===== src/rtl/alu_seg_display.sv =====
// Display stage for the 8-bit ALU: latches result+carry, converts to BCD, scans a 4-digit 7-seg display.
// Latency: result visible on the display registers 8 clk after the load edge (1 clk in hex mode).
// Backpressure: busy is high during a conversion; load while busy is dropped (no queuing).
//
// Ports:
//   clk, rst          clock, synchronous active-high reset (priority over all inputs)
//   value[7:0], carry ALU result and carry-out, captured when load is seen in IDLE
//   load              capture/convert request
//   hex_sel           (only with ALU_SEG_HEX_MODE_EN) show value as two hex digits instead
//   busy              conversion in progress
//   an[3:0]           active-low one-hot anodes, an[0] = ones digit
//   seg[6:0]          active-low segments g..a, dp active-low (always off)
// Optional feature macro: ALU_SEG_HEX_MODE_EN.
module alu_seg_display #(
    parameter int DIV_BITS = 16
) (
    input  logic       clk,
    input  logic       rst,
    input  logic [7:0] value,
    input  logic       carry,
    input  logic       load,
`ifdef ALU_SEG_HEX_MODE_EN
    input  logic       hex_sel,
`endif
    output logic       busy,
    output logic [3:0] an,
    output logic [6:0] seg,
    output logic       dp
);

    localparam logic [6:0] SEG_BLANK = 7'b1111111;
    localparam logic [6:0] SEG_ONE   = 7'b1111001;

    typedef enum logic {IDLE, CONV} state_t;

    state_t               state_q, state_d;
    logic [7:0]           shift_q, shift_d;
    logic [11:0]          bcd_q, bcd_d;
    logic [2:0]           step_q, step_d;
    logic                 pcarry_q, pcarry_d;
    logic                 hex_q, hex_d;
    logic [3:0]           disp_h_q, disp_h_d;
    logic [3:0]           disp_t_q, disp_t_d;
    logic [3:0]           disp_o_q, disp_o_d;
    logic                 disp_c_q, disp_c_d;
    logic                 disp_hex_q, disp_hex_d;
    logic [DIV_BITS-1:0]  cnt_q, cnt_d;
    logic [3:0]           an_q, an_d;
    logic [6:0]           seg_q, seg_d;

    logic                 hex_sel_w;
    logic [11:0]          bcd_adj;
    logic [19:0]          dd_shift;
    logic [1:0]           sel;

`ifdef ALU_SEG_HEX_MODE_EN
    assign hex_sel_w = hex_sel;
`else
    assign hex_sel_w = 1'b0;
`endif

    function automatic logic [6:0] glyph(input logic [3:0] n);
        case (n)
            4'h0:    glyph = 7'b1000000;
            4'h1:    glyph = 7'b1111001;
            4'h2:    glyph = 7'b0100100;
            4'h3:    glyph = 7'b0110000;
            4'h4:    glyph = 7'b0011001;
            4'h5:    glyph = 7'b0010010;
            4'h6:    glyph = 7'b0000010;
            4'h7:    glyph = 7'b1111000;
            4'h8:    glyph = 7'b0000000;
            4'h9:    glyph = 7'b0010000;
`ifdef ALU_SEG_HEX_MODE_EN
            4'hA:    glyph = 7'b0001000;
            4'hB:    glyph = 7'b0000011;
            4'hC:    glyph = 7'b1000110;
            4'hD:    glyph = 7'b0100001;
            4'hE:    glyph = 7'b0000110;
            4'hF:    glyph = 7'b0001110;
`endif
            default: glyph = 7'b1111111;
        endcase
    endfunction

    // One double-dabble step: add 3 to every BCD nibble >= 5, then shift {bcd,bin} left.
    always_comb begin
        bcd_adj = bcd_q;
        for (int i = 0; i < 3; i++) begin
            if (bcd_q[4*i +: 4] >= 4'd5) begin
                bcd_adj[4*i +: 4] = bcd_q[4*i +: 4] + 4'd3;
            end
        end
        dd_shift = {bcd_adj, shift_q} << 1;
    end

    // Conversion FSM and display registers.
    always_comb begin
        state_d    = state_q;
        shift_d    = shift_q;
        bcd_d      = bcd_q;
        step_d     = step_q;
        pcarry_d   = pcarry_q;
        hex_d      = hex_q;
        disp_h_d   = disp_h_q;
        disp_t_d   = disp_t_q;
        disp_o_d   = disp_o_q;
        disp_c_d   = disp_c_q;
        disp_hex_d = disp_hex_q;

        case (state_q)
            IDLE: begin
                if (load) begin
                    shift_d  = value;
                    pcarry_d = carry;
                    hex_d    = hex_sel_w;
                    bcd_d    = '0;
                    step_d   = '0;
                    state_d  = CONV;
                end
            end
            CONV: begin
                if (hex_q) begin
                    // Hex mode bypasses the converter: raw nibbles go straight out.
                    disp_h_d   = 4'd0;
                    disp_t_d   = shift_q[7:4];
                    disp_o_d   = shift_q[3:0];
                    disp_c_d   = pcarry_q;
                    disp_hex_d = 1'b1;
                    state_d    = IDLE;
                end else begin
                    bcd_d   = dd_shift[19:8];
                    shift_d = dd_shift[7:0];
                    step_d  = step_q + 3'd1;
                    if (step_q == 3'd7) begin
                        // Commit the post-step value so it is visible on this same edge.
                        disp_h_d   = dd_shift[19:16];
                        disp_t_d   = dd_shift[15:12];
                        disp_o_d   = dd_shift[11:8];
                        disp_c_d   = pcarry_q;
                        disp_hex_d = 1'b0;
                        state_d    = IDLE;
                    end
                end
            end
            default: state_d = IDLE;
        endcase
    end

    // Scan: an and seg both come from the next counter value and next display
    // contents, so the registered outputs always agree with each other.
    always_comb begin
        cnt_d = cnt_q + DIV_BITS'(1);
        sel   = cnt_d[DIV_BITS-1 -: 2];
        an_d  = ~(4'b0001 << sel);
        seg_d = SEG_BLANK;
        case (sel)
            2'd0: seg_d = glyph(disp_o_d);
            2'd1: seg_d = (!disp_hex_d && disp_h_d == 4'd0 && disp_t_d == 4'd0)
                          ? SEG_BLANK : glyph(disp_t_d);
            2'd2: seg_d = (disp_h_d == 4'd0) ? SEG_BLANK : glyph(disp_h_d);
            2'd3: seg_d = disp_c_d ? SEG_ONE : SEG_BLANK;
            default: seg_d = SEG_BLANK;
        endcase
    end

    always_ff @(posedge clk) begin
        if (rst) begin
            state_q    <= IDLE;
            shift_q    <= '0;
            bcd_q      <= '0;
            step_q     <= '0;
            pcarry_q   <= 1'b0;
            hex_q      <= 1'b0;
            disp_h_q   <= '0;
            disp_t_q   <= '0;
            disp_o_q   <= '0;
            disp_c_q   <= 1'b0;
            disp_hex_q <= 1'b0;
            cnt_q      <= '0;
            an_q       <= 4'b1110;
            seg_q      <= 7'b1000000;
        end else begin
            state_q    <= state_d;
            shift_q    <= shift_d;
            bcd_q      <= bcd_d;
            step_q     <= step_d;
            pcarry_q   <= pcarry_d;
            hex_q      <= hex_d;
            disp_h_q   <= disp_h_d;
            disp_t_q   <= disp_t_d;
            disp_o_q   <= disp_o_d;
            disp_c_q   <= disp_c_d;
            disp_hex_q <= disp_hex_d;
            cnt_q      <= cnt_d;
            an_q       <= an_d;
            seg_q      <= seg_d;
        end
    end

    assign busy = (state_q == CONV);
    assign an   = an_q;
    assign seg  = seg_q;
    assign dp   = 1'b1;

endmodule


===== config.mk =====
export PLATFORM = sky130hd
export DESIGN_NAME = alu_seg_display
export DESIGN_NICKNAME = d
export VERILOG_FILES = /design/src/rtl/alu_seg_display.sv
export SDC_FILE = /design/constraint.sdc
export NUM_CORES = 1
export LEC_CHECK = 0
export ABC_AREA = 1
export BUFFER_PORTS_ARGS = -buffer_cell sky130_fd_sc_hd__clkbuf_2
export CELL_PAD_IN_SITES_DETAIL_PLACEMENT = 0
export CELL_PAD_IN_SITES_GLOBAL_PLACEMENT = 2
export CORE_ASPECT_RATIO = 0.75
export CORE_MARGIN = 4
export CORE_UTILIZATION = 30
export CTS_BUF_LIST = sky130_fd_sc_hd__clkbuf_4
export CTS_CLUSTER_DIAMETER = 50
export DETAILED_ROUTE_END_ITERATION = 8
export PLACE_DENSITY = 0.79
export REMOVE_ABC_BUFFERS = 1
export SETUP_SLACK_MARGIN = 0.1
export SLEW_MARGIN = 20
export SYNTH_ARGS = -nofsm -noshare
export SYNTH_HDL_FRONTEND = slang
export SYNTH_SLANG_ARGS = --single-unit
export TNS_END_PERCENT = 5

===== constraint.sdc =====
create_clock -name clk -period 3.5 [get_ports clk]
set_clock_uncertainty 0.05 [all_clocks]
set_input_delay 0.525 -clock clk [delete_from_list [all_inputs] [get_ports clk]]
set_output_delay 0.525 -clock clk [all_outputs]
set_load 0.05 [all_outputs]

==> summary.txt <==
Timing
  • Final hold violation count: 0
  • Slew @ Worst Pin: between 0.6 and 0.7 ns
  • Fin. max-slew vios: 0
  • Smallest hold slack: ~0.28 ns
  • Period utilization: 0.765
  • RSZ-0062 raised after global routing: no
  • Final min period: ~2.7 ns
  • Rel. slew slack: 0.554
  • FMAX: 374 MHz
  • Setup ws final: slightly above 0.8 ns
  • Count of final setup violators: 0
  • Setup TNS Final: 0 ns

Power and ir drop
  • Int Pwr: between 1000 and 1500 µW
  • Clock share of power: 0.442
  • Switching Share: 0.238
  • Worst vdd ir: between 150 and 200 µV
  • Sequential share of power: 0.513
  • Static Leak: roughly 0.0019 µW
  • Net Switching: 357 µW
  • P per Cell Area: 366 mW/mm²
  • Comb power frac: 0.045

Global routing
  • GRT Total Usage: 0.132
  • Vias in the first global route: 3212
  • First-pass GRT wire length: approximately 15000 µm
  • Initial antenna violation count: 0
  • Gr ovfl total: 0
  • Largest net degree at the start of global routing: 44

Final layout
  • Area added between synthesis and finish: 12.6%
  • Share of layout cells above drive strength 1: 0.146
  • Final Instance Area: a little over 0.004 mm²
  • Non-Filler Instances: just over 700
  • Antenna Cells: 0
  • Total Nets Final: between 500 and 600

Floorplan
  • Die Ht: 103 µm
  • Initial core utilization: 0.310
  • Die Span X: between 100 and 150 µm
  • Die Area: roughly 0.014 mm²
  • I/O pin count: 25
  • CORE AREA: between 0.01 and 0.015 mm²
  • FP Rows: 34

Setup path
  • Crit path required time: 3.74 ns
  • Worst r2r src: step_q[0]$_SDFFE_PP0P_
  • Worst path slowest cell: dfxtp_1
  • R2R cell count: 14
  • Crit path DAT: a little under 3 ns
  • Crit-path most repeated cell: ha_1
  • Worst path cell trace: ha_1 > ha_1 > nand2_2 > inv_4 > or2_2 > nand2_2 > inv_1 > ha_1 > o21ai_0 > inv_1 > o21ai_0 > nand2_1 > nand2_1 > nand4_1
  • Setup crit end kind: register
  • CP Launch Point: step_q[0]$_SDFFE_PP0P_
  • CP Max Fanout: 18
  • CP max stage delay: approximately 0.34 ns
  • Reg2reg setup slack: about 0.8 ns
  • Startpoint type of the worst setup path: register
  • Crit path kind: register to register

Clocking
  • Clk buf depth: 2
  • CTS buffer count: 9
  • CTS H-tree depth: 3
  • Root cell of the clock tree: clkbuf_4
  • CTS tree: yes
  • Reg clk slew, reported paths: around 0.12 ns
  • Number of hold buffers added after cts: 0
  • Post-CTS Resized: 0
  • Setup Buffers After CTS: 0
  • CTS Sinks: 66
  • Clock latency on the worst-skew pair: roughly 0.42 ns

Placed design
  • PortBufs: 23
  • Pre-CTS setup slack: 0.821 ns
  • Routability cong.: roughly 0.8
  • DP Area: between 0.003 and 0.004 mm²
  • Placed cells: 709
  • DPL Wire Length: 6130 µm

Logic synthesis
  • Top cells by instance count after synthesis: nand2_1 (154), dfxtp_1 (66), inv_1 (60)
  • Post-synth top area cell: dfxtp_1
  • Synth Register Bits: 66
  • Post-Syn Area per Cell: slightly below 7 µm²
  • Top-count cell post-synth: nand2_1
  • FFs w/ async S/R, synth: 0
  • Number of distinct library cells after synthesis: 36
  • Post-Syn Area: about 0.0036 mm²
  • Register area share after synthesis: 0.363
  • Post-synth top flop: dfxtp_1
  • Ranking of synthesized cells by area: dfxtp_1 (36%), nand2_1 (16%), ha_1 (7.6%)
  • Yosys top cell area share: 0.363
  • EDFF count, synth: 0
  • Syn Inst Count: 535
  • Warnings from Yosys: 0

Worst hold path
  • HP Start: value[0]
  • Hold WC Path Type: input port to register
  • WHS Path Cells: 3

Drt
  • Drt pass-1 iters: 4
  • Via count: ~3300
  • Initial drt markers: roughly 130
  • DRT antenna net count: 0
  • DR vias/cell: 4.50
  • Routed wire length: 8440 µm
  • Drt wl/cell: ~12 µm
  • Residual DRC: 0

Run
  • Max-Cap Viols: 0

Run status
  • Status: complete, no violations
[per-layer routing]
metal | vias up | GRT usage | wire length [µm]
li1 | 1751 | - | -
met3 | 10 | 0.0382 | 339
met1 | 1453 | 0.174 | 4420
met4 | 0 | 0.0349 | 111
met5 | - | 0 | 0
met2 | 47 | 0.213 | 3570
[flip-flops by register name, indices dropped and copies added (netlist names), 3 cells and up]
signal	cells
cnt_q	16
bcd_q	12
shift_q	8
seg	7
an	4
disp_h_q	4
disp_o_q	4
disp_t_q	4
step_q	3
[layout by cell type (no fill, tap or decap)]
master      instances
bufinv_16           3
o21ai_0            16
clkinv_1            1
nand3_1            49
o21ai_1             2
o211ai_1            2
nand4_1            10
nor2_1             50
inv_4               1
conb_1              1
inv_1              60
inv_2               8
nand3b_1            2
xnor2_1             1
o21bai_1            1
clkinvlp_4          1
nand2_2             9
nand3_2             6
buf_4               3
inv_6               1
mux2i_1             1
a21oi_1            31
clkbuf_4            9
xor2_1              1
nor3_1              4
a22oi_1             5
o21ai_2             3
clkinv_2            2
dfxtp_1            66
nand2_4             3
ha_1               22
nand2_1           154
or2_2               4
o21a_1              1
or2_4               1
o211a_1             1
nor2_4              2
nor2_2              3
clkbuf_2           23
[path summary, 6_finish.rpt]
kind / to
worst max register to register: seg[6]$_SDFF_PP1_
worst max-delay path: seg[6]$_SDFF_PP1_
worst min register to register: disp_hex_q$_SDFF_PP0_
worst min-delay path: shift_q[0]$_SDFFE_PP0P_
[cell families (layout without fill, tap and decap cells)]
group	Yosys count	in the layout	synth area share
simple gates	297	297	0.366
buf+inv	84	112	0.0907
flops	66	66	0.363
compound gates	62	62	0.0959
fa+ha+maj	22	22	0.0756
xor+xnor	2	2	0.00481
other cells	1	1	0.00103
mux	1	1	0.00275
[power groups by stage]
stage | logic, µW | clock network (µW) | registers [µW]
final | 67.3 | 663 | 770
after global routing | 77.3 | 720 | 772
after CTS | 68.7 | 693 | 771
after detailed placement | 68.6 | 0 | 787
after global placement | 68.0 | 0 | 787
after floorplan | 32.1 | 0 | 792
[stage by stage]
step                utilization  total power (µW)
finish                    0.349              1500
global route              0.349              1570
CTS                       0.349              1530
detailed placement        0.334               856
global placement          0.334               855
floorplan                     -               824
[critical path, delay by kind of cell (launching register included)]
family                   cells  cell delay (ns)
AND/OR/NAND/NOR              6             1.02
adder cells (fa/ha/maj)      3             0.56
flip-flops                   1             0.34
buffers and inverters        3             0.30
AO/OA/AOI/OAI                2             0.28
[area by class of cell]
cell class,instances,area (µm²)
clock buffer,9,67.6
clock inverter,7,116
fill,1298,7640
inverter,70,265
multi-input combinational,385,1990
sequential,66,1320
tap,162,203
timing repair buffer,26,138
(Power assumes the default switching activity.)
